File: config.mk
export PLATFORM = sky130hd
export DESIGN_NAME = seq_alu
export DESIGN_NICKNAME = d
export VERILOG_FILES = /design/src/rtl/seq_alu.sv
export SDC_FILE = /design/constraint.sdc
export NUM_CORES = 1
export LEC_CHECK = 0
export BUFFER_PORTS_ARGS = -buffer_cell sky130_fd_sc_hd__buf_2
export CORE_MARGIN = 10
export CORE_UTILIZATION = 60
export DETAILED_ROUTE_END_ITERATION = 16
export PLACE_DENSITY = 0.78
export RECOVER_POWER = 25
export SYNTH_ARGS = -nofsm -noshare
export SYNTH_HDL_FRONTEND = slang
export SYNTH_SLANG_ARGS = --single-unit
File: constraint.sdc
create_clock -name clk -period 11.7 [get_ports clk]
set_clock_uncertainty 0.1 [all_clocks]
set_input_delay 2.34 -clock clk [delete_from_list [all_inputs] [get_ports clk]]
set_output_delay 2.34 -clock clk [all_outputs]
set_load 0.05 [all_outputs]
File: src/rtl/seq_alu.sv
// seq_alu: registered multi-cycle ALU with valid/ready handshakes on both sides.
// Logic/arith/shift ops finish in one clock; MUL, FMUL and DIV iterate one bit per clock.
module seq_alu #(
  parameter int WIDTH = 16,
  parameter int FRAC  = 14,
  parameter int SHW   = $clog2(WIDTH)
) (
  input  logic             clk,
  input  logic             rst_n,
  input  logic             in_valid,
  output logic             in_ready,
  input  logic [3:0]       opcode,
  input  logic [WIDTH-1:0] a,
  input  logic [WIDTH-1:0] b,
  output logic             out_valid,
  input  logic             out_ready,
  output logic [WIDTH-1:0] res_lo,
  output logic [WIDTH-1:0] res_hi,
  output logic             flag_z,
  output logic             flag_n,
  output logic             flag_l,
  output logic             flag_c,
  output logic             flag_v,
  output logic             flag_dz
);

  localparam logic [3:0] OP_ADD  = 4'd0;
  localparam logic [3:0] OP_SUB  = 4'd1;
  localparam logic [3:0] OP_CMP  = 4'd2;
  localparam logic [3:0] OP_CMPR = 4'd3;
  localparam logic [3:0] OP_AND  = 4'd4;
  localparam logic [3:0] OP_OR   = 4'd5;
  localparam logic [3:0] OP_XOR  = 4'd6;
  localparam logic [3:0] OP_NOT  = 4'd7;
  localparam logic [3:0] OP_LSH  = 4'd8;
  localparam logic [3:0] OP_RSH  = 4'd9;
  localparam logic [3:0] OP_ARSH = 4'd10;
  localparam logic [3:0] OP_MUL  = 4'd11;
  localparam logic [3:0] OP_FMUL = 4'd12;
  localparam logic [3:0] OP_DIV  = 4'd13;

  localparam logic [SHW-1:0] CNT_LAST = SHW'(WIDTH - 1);
  localparam int             FM_TOP   = FRAC + WIDTH - 1;

  typedef enum logic [1:0] {IDLE, ITER, HOLD} state_t;

  state_t           r_state;
  state_t           w_nextState;
  logic             w_accept;
  logic             w_isIter;

  logic [3:0]       r_op;
  logic [SHW-1:0]   r_cnt;
  logic [WIDTH-1:0] r_magA;
  logic [WIDTH-1:0] r_magB;
  logic [WIDTH-1:0] r_origA;
  logic [WIDTH-1:0] r_acc;
  logic [WIDTH-1:0] r_q;
  logic             r_negRes;
  logic             r_negA;
  logic             r_bZero;
  logic             r_divOvf;

  logic [WIDTH-1:0] r_resLo;
  logic [WIDTH-1:0] r_resHi;
  logic             r_z, r_n, r_l, r_c, r_v, r_dz;

  assign in_ready  = rst_n & ((r_state == IDLE) | ((r_state == HOLD) & out_ready));
  assign w_accept  = in_valid & in_ready;
  assign w_isIter  = (opcode == OP_MUL) | (opcode == OP_FMUL) | (opcode == OP_DIV);
  assign out_valid = (r_state == HOLD);

  assign res_lo  = r_resLo;
  assign res_hi  = r_resHi;
  assign flag_z  = r_z;
  assign flag_n  = r_n;
  assign flag_l  = r_l;
  assign flag_c  = r_c;
  assign flag_v  = r_v;
  assign flag_dz = r_dz;

  always_ff @(posedge clk or negedge rst_n) begin
    if (!rst_n) r_state <= IDLE;
    else        r_state <= w_nextState;
  end

  always_comb begin
    w_nextState = r_state;
    case (r_state)
      IDLE: if (w_accept) w_nextState = w_isIter ? ITER : HOLD;
      ITER: if (r_cnt == CNT_LAST) w_nextState = HOLD;
      HOLD: begin
        if (w_accept)       w_nextState = w_isIter ? ITER : HOLD;
        else if (out_ready) w_nextState = IDLE;
      end
      default: w_nextState = IDLE;
    endcase
  end

  // Single-cycle datapath, evaluated on the live operands at accept.
  logic [WIDTH:0]   w_sum, w_diff, w_lsh, w_rsh, w_arsh;
  logic [WIDTH-1:0] w_sLo;
  logic             w_sZ, w_sN, w_sL, w_sC, w_sV;
  logic             w_zFromLo, w_nFromLo;

  assign w_sum  = {1'b0, a} + {1'b0, b};
  assign w_diff = {1'b0, a} - {1'b0, b};
  assign w_lsh  = {1'b0, b} << a;
  assign w_rsh  = {b, 1'b0} >> a;
  assign w_arsh = $signed({b, 1'b0}) >>> a;

  always_comb begin
    w_sLo = '0;
    w_sZ = 1'b0; w_sN = 1'b0; w_sL = 1'b0; w_sC = 1'b0; w_sV = 1'b0;
    w_zFromLo = 1'b0;
    w_nFromLo = 1'b0;
    case (opcode)
      OP_ADD: begin
        w_sLo = w_sum[WIDTH-1:0];
        w_sC  = w_sum[WIDTH];
        w_sV  = (a[WIDTH-1] == b[WIDTH-1]) && (w_sum[WIDTH-1] != a[WIDTH-1]);
        w_sL  = a < b;
        w_zFromLo = 1'b1; w_nFromLo = 1'b1;
      end
      OP_SUB: begin
        w_sLo = w_diff[WIDTH-1:0];
        w_sC  = w_diff[WIDTH];
        w_sV  = (a[WIDTH-1] != b[WIDTH-1]) && (w_diff[WIDTH-1] != a[WIDTH-1]);
        w_sL  = a < b;
        w_zFromLo = 1'b1; w_nFromLo = 1'b1;
      end
      OP_CMP: begin
        w_sZ = a == b;
        w_sL = a < b;
        w_sN = $signed(a) < $signed(b);
      end
      OP_CMPR: begin
        w_sZ = a == b;
        w_sL = b < a;
        w_sN = $signed(b) < $signed(a);
      end
      OP_AND: begin w_sLo = a & b; w_zFromLo = 1'b1; w_nFromLo = 1'b1; end
      OP_OR:  begin w_sLo = a | b; w_zFromLo = 1'b1; w_nFromLo = 1'b1; end
      OP_XOR: begin w_sLo = a ^ b; w_zFromLo = 1'b1; w_nFromLo = 1'b1; end
      OP_NOT: begin w_sLo = ~a;    w_zFromLo = 1'b1; w_nFromLo = 1'b1; end
      // The extra guard bit in each shift vector catches the last bit shifted out.
      OP_LSH:  begin w_sLo = w_lsh[WIDTH-1:0];  w_sC = w_lsh[WIDTH]; w_zFromLo = 1'b1; end
      OP_RSH:  begin w_sLo = w_rsh[WIDTH:1];    w_sC = w_rsh[0];     w_zFromLo = 1'b1; end
      OP_ARSH: begin w_sLo = w_arsh[WIDTH:1];   w_sC = w_arsh[0];    w_zFromLo = 1'b1; end
      default: ;
    endcase
    if (w_zFromLo) w_sZ = (w_sLo == '0);
    if (w_nFromLo) w_sN = w_sLo[WIDTH-1];
  end

  // Iterative core works on magnitudes; signs are applied on the final step.
  logic [WIDTH-1:0]   w_magA, w_magB;
  logic [WIDTH:0]     w_mulSum, w_divShift;
  logic [WIDTH-1:0]   w_divTrial, w_stepAcc, w_stepQ;
  logic [2*WIDTH-1:0] w_prod, w_prodS;
  logic [WIDTH-1:0]   w_quot, w_rem;
  logic [2*WIDTH-1-FM_TOP:0] w_fmTop;

  assign w_magA     = a[WIDTH-1] ? -a : a;
  assign w_magB     = b[WIDTH-1] ? -b : b;
  assign w_mulSum   = {1'b0, r_acc} + (r_q[0] ? {1'b0, r_magA} : '0);
  assign w_divShift = {r_acc, r_q[WIDTH-1]};
  assign w_divTrial = w_divShift[WIDTH-1:0] - r_magB;

  always_comb begin
    w_stepAcc = w_mulSum[WIDTH:1];
    w_stepQ   = {w_mulSum[0], r_q[WIDTH-1:1]};
    if (r_op == OP_DIV) begin
      if (w_divShift >= {1'b0, r_magB}) begin
        w_stepAcc = w_divTrial;
        w_stepQ   = {r_q[WIDTH-2:0], 1'b1};
      end else begin
        w_stepAcc = w_divShift[WIDTH-1:0];
        w_stepQ   = {r_q[WIDTH-2:0], 1'b0};
      end
    end
  end

  assign w_prod  = {w_stepAcc, w_stepQ};
  assign w_prodS = r_negRes ? -w_prod : w_prod;
  assign w_quot  = r_negRes ? -w_stepQ : w_stepQ;
  assign w_rem   = r_negA ? -w_stepAcc : w_stepAcc;
  assign w_fmTop = w_prodS[2*WIDTH-1:FM_TOP];

  logic [WIDTH-1:0] w_fLo, w_fHi;
  logic             w_fZ, w_fN, w_fV, w_fDz;

  always_comb begin
    w_fLo = '0; w_fHi = '0;
    w_fZ = 1'b0; w_fN = 1'b0; w_fV = 1'b0; w_fDz = 1'b0;
    case (r_op)
      OP_MUL: begin
        w_fLo = w_prodS[WIDTH-1:0];
        w_fHi = w_prodS[2*WIDTH-1:WIDTH];
        w_fZ  = (w_prodS == '0);
        w_fN  = w_prodS[2*WIDTH-1];
      end
      OP_FMUL: begin
        w_fLo = w_prodS[FM_TOP:FRAC];
        w_fV  = !((&w_fmTop) || (~|w_fmTop));
      end
      OP_DIV: begin
        if (r_bZero) begin
          w_fLo = '1;
          w_fHi = r_origA;
          w_fDz = 1'b1;
        end else begin
          w_fLo = w_quot;
          w_fHi = w_rem;
          w_fV  = r_divOvf;
        end
      end
      default: ;
    endcase
  end

  always_ff @(posedge clk or negedge rst_n) begin
    if (!rst_n) begin
      r_op <= '0; r_cnt <= '0; r_magA <= '0; r_magB <= '0; r_origA <= '0;
      r_acc <= '0; r_q <= '0; r_negRes <= 1'b0; r_negA <= 1'b0;
      r_bZero <= 1'b0; r_divOvf <= 1'b0;
      r_resLo <= '0; r_resHi <= '0;
      r_z <= 1'b0; r_n <= 1'b0; r_l <= 1'b0; r_c <= 1'b0; r_v <= 1'b0; r_dz <= 1'b0;
    end else if (w_accept) begin
      if (w_isIter) begin
        r_op     <= opcode;
        r_cnt    <= '0;
        r_magA   <= w_magA;
        r_magB   <= w_magB;
        r_origA  <= a;
        r_acc    <= '0;
        r_q      <= (opcode == OP_DIV) ? w_magA : w_magB;
        r_negRes <= a[WIDTH-1] ^ b[WIDTH-1];
        r_negA   <= a[WIDTH-1];
        r_bZero  <= (b == '0);
        r_divOvf <= (a == {1'b1, {(WIDTH-1){1'b0}}}) && (&b);
      end else begin
        r_resLo <= w_sLo; r_resHi <= '0;
        r_z <= w_sZ; r_n <= w_sN; r_l <= w_sL; r_c <= w_sC; r_v <= w_sV; r_dz <= 1'b0;
      end
    end else if (r_state == ITER) begin
      r_acc <= w_stepAcc;
      r_q   <= w_stepQ;
      r_cnt <= r_cnt + 1'b1;
      if (r_cnt == CNT_LAST) begin
        r_resLo <= w_fLo; r_resHi <= w_fHi;
        r_z <= w_fZ; r_n <= w_fN; r_l <= 1'b0; r_c <= 1'b0; r_v <= w_fV; r_dz <= w_fDz;
      end
    end
  end

endmodule

==> metrics <==
outcome finished, violations left; failing checks capacitance limit, slew limit; crit-path leading delay family buffers and inverters; Vias/cell 7.50; Placer Congestion 1.06; CP endpoint kind asynchronous set/reset pin; Slew @ Worst Pin 3800 ps; mapped cell area 0.0151 mm^2; largest net degree at the start of global routing 73; relative slew slack -153%; all-layer global routing usage 41.1%; Post-route DRC 0; Fmax 126 MHz; hpwl dp 48,400 um; Data required, critical path 11,270 ps; Chip Height 178 um; worst hold path class flip-flop to flip-flop; Die X 178 um; Max-Cap Viols 2; Remaining Overflow, GRT 0; first-pass GRT wire length 100,000 um; crit-path max cell delay 2810 ps; clock slew at reported path FFs 70 ps; FFs w/ async S/R, synth 100%; Syn Area/Cell 7.61 um^2; Arr. time, crit path 7530 ps; CTS Buf Count 17; post-CTS setup buffer count 0; critical path class input pin to asynchronous set/reset pin; crit path max fanout 70; wire per inst 28.8 um; final instance area 0.0163 mm^2; Crit-path slowest cell clkbuf_1; sequential fraction of the synthesis area 21.6%; number of global-route vias before repair 16,400; layout net count 2,123; clk_lat worst skew 430 ps; Core Box Area 0.0245 mm^2; post-place instance area 0.0157 mm^2; #FFs+latches synth 130; top_reg_cell synth dfrtp_1; initial antenna violation count 0; endpoints failing hold 0; crit-path most repeated cell clkbuf_1; Comb pwr share 63.1%; P_int 1.64 mW; Detail Route Antenna Nets 0; Area Overhead vs Synth 7.98%; htree depth 4; switch share 53.5%; period utilisation layout 68.1%; # IOs 80; Sw Pwr 1.88 mW; register share of total power 20.9%; post_cts resized 0; # port buffers 79; crit path cell chain clkbuf_1, clkbuf_1; hold buffers post-CTS 0; share of post-route cells with drive strength above 1 11.2%; PwrDens 216 mW/mm^2; vias 17,400; Cell Rows 57; number of endpoints failing setup at the final stage 0; Detailed Route Iter0 Violations 2,946; TNS Setup 0 ps; Num Clock Sinks 130; 1st-pass router iterations 10; RSZ-0062 raised after global routing false; Post-synth EDFFs 0; Bufs on Longest Clock Path 2; LEAKAGE 7.00 nW; Syn Inst Count 1,980; CTS tree done; antenna cells 0; syn_nets 2,126; Clock power frac 16.0%; synth warn 0; Initial Utilization 61.4%; Peak VDD IR 0.000168 V; Routed WL 66,600 um; crit path time final 7960 ps; number of distinct library cells after synthesis 93; Setup crit start kind input pin; worst path bufs/invs 2; die area 0.0319 mm^2; Slew Viols, Final 134; Root Buffer clkbuf_16
[registers in the layout (all words and copies together) (netlist names), 2 cells and up]
name / cells
r_acc: 16
r_state: 2
res_lo: 16
r_op: 4
r_cnt: 4
r_origA: 15
r_magB: 16
r_magA: 16
r_q: 16
res_hi: 16
[layer usage]
layer	wire length, um	GRT usage, %	up-vias	part of all wire, %
met5	0	0	-	0
met4	5670	28.2	0	8.5
met3	8240	10.7	403	12
met2	29200	63.7	1555	44
met1	23500	49.1	8051	35
li1	-	-	7348	-
[power groups by stage]
stage	sequential [mW]	combinational (mW)	clock [mW]
5_1_grt	0.747	2.36	0.583
3_5_place_dp	0.730	2.09	0
3_3_place_gp	0.721	2.04	0
6_report	0.738	2.22	0.562
2_1_floorplan	0.723	1.48	0
4_1_cts	0.725	2.12	0.556
[cell type report]
| type | instances | area (um^2) |
|---|---|---|
| clock buffers | 17 | 425 |
| clock inverters | 15 | 190 |
| fillers | 2016 | 8260 |
| inverters | 84 | 315 |
| multi-input cells | 1631 | 11000 |
| flip-flops and latches | 130 | 3250 |
| well taps | 324 | 405 |
| repair buffers | 113 | 646 |
[final timing paths]
kind | startpoint | endpoint | slack [ps] | cells after the start
worst min-delay path | r_magA[4] | r_magA[4] | 370 | 2
max in group clk | rst_n | in_ready | 3740 | 3
worst max register to register | r_acc[13] | flag_v | 5640 | 13
worst max-delay path | rst_n | flag_z | 3740 | 2
worst min register to register | r_magA[4] | r_magA[4] | 370 | 2
min in group asynchronous | rst_n | r_acc[6] | 2900 | 1
[Yosys cell counts (7+ instances only)]
master | count | area [um^2]
mux2i_1 | 53 | 531
and2_1 | 28 | 175
or3_1 | 8 | 50.1
o21a_1 | 11 | 82.6
a22oi_1 | 13 | 97.6
a21o_1 | 22 | 165
nor3_1 | 52 | 260
o211ai_1 | 21 | 158
a22o_1 | 10 | 87.6
nand2_1 | 232 | 871
o221ai_1 | 18 | 158
a221oi_1 | 12 | 105
xnor2_1 | 57 | 499
mux2_2 | 11 | 124
a31oi_1 | 28 | 175
o21bai_1 | 14 | 105
nand3_1 | 53 | 265
clkbuf_1 | 108 | 405
ha_1 | 102 | 1280
dfrtp_1 | 130 | 3250
a211oi_1 | 37 | 278
mux4_2 | 21 | 473
a2111oi_0 | 11 | 96.3
o31ai_1 | 28 | 210
o22ai_1 | 18 | 113
or2_2 | 10 | 62.6
nand2b_1 | 15 | 93.8
o2111ai_1 | 9 | 78.8
xor2_1 | 30 | 263
buf_2 | 10 | 50.1
o31a_1 | 10 | 87.6
buf_1 | 16 | 60.1
nor4_1 | 16 | 100
nor2b_1 | 16 | 100
o21ai_0 | 207 | 1040
nor2_1 | 159 | 597
or4_1 | 9 | 67.6
inv_1 | 81 | 304
nand4_1 | 23 | 144
and3_1 | 12 | 75.1
a21oi_1 | 129 | 646
o41ai_1 | 7 | 61.3
[logic make-up (layout without fill, tap and decap cells)]
logic type	count (synthesis)	in the layout	share of synthesized area [%]
DFF	130	130	21.6
buffers and inverters	219	229	5.59
xor gates and xnor gates	88	88	5.16
adders and majority gates	106	106	9.00
and+or+nand+nor	675	675	21.7
AOI/OAI and AO/OA	677	677	29.5
muxes	85	85	7.48
[layout by cell type (no fill, tap or decap), types with 16 or more instances in the layout]
| master | synthesis | final |
|---|---|---|
| ha_1 | 102 | 102 |
| buf_4 | 0 | 33 |
| o22ai_1 | 18 | 17 |
| nor2b_1 | 16 | 16 |
| a31oi_1 | 28 | 28 |
| mux4_2 | 21 | 21 |
| o21ai_0 | 207 | 207 |
| nand4_1 | 23 | 23 |
| mux2i_1 | 53 | 53 |
| clkbuf_16 | 0 | 17 |
| a21o_1 | 22 | 22 |
| a211oi_1 | 37 | 37 |
| nor3_1 | 52 | 50 |
| xnor2_1 | 57 | 57 |
| nand2_1 | 232 | 232 |
| inv_1 | 81 | 81 |
| o211ai_1 | 21 | 21 |
| a21oi_1 | 129 | 129 |
| nor2_1 | 159 | 159 |
| o31ai_1 | 28 | 28 |
| xor2_1 | 30 | 30 |
| dfrtp_1 | 130 | 130 |
| buf_2 | 10 | 78 |
| o221ai_1 | 18 | 18 |
| nand3_1 | 53 | 52 |
| and2_1 | 28 | 28 |
[stage by stage]
| stage | cells | utilization [%] | hold slack [ps] | total power [mW] | setup slack, ps |
|---|---|---|---|---|---|
| after floorplan | 1980 | - | 338 | 2.20 | 5550 |
| after global placement | 2282 | 63.9 | 355 | 2.76 | 4760 |
| after detailed placement | 2282 | 63.9 | 362 | 2.82 | 4720 |
| after CTS | 2314 | 66.4 | 377 | 3.40 | 5130 |
| after global routing | 2314 | 66.3 | 400 | 3.69 | 2850 |
| final | 2314 | 66.3 | 374 | 3.52 | 3740 |
(Power assumes the default switching activity.)
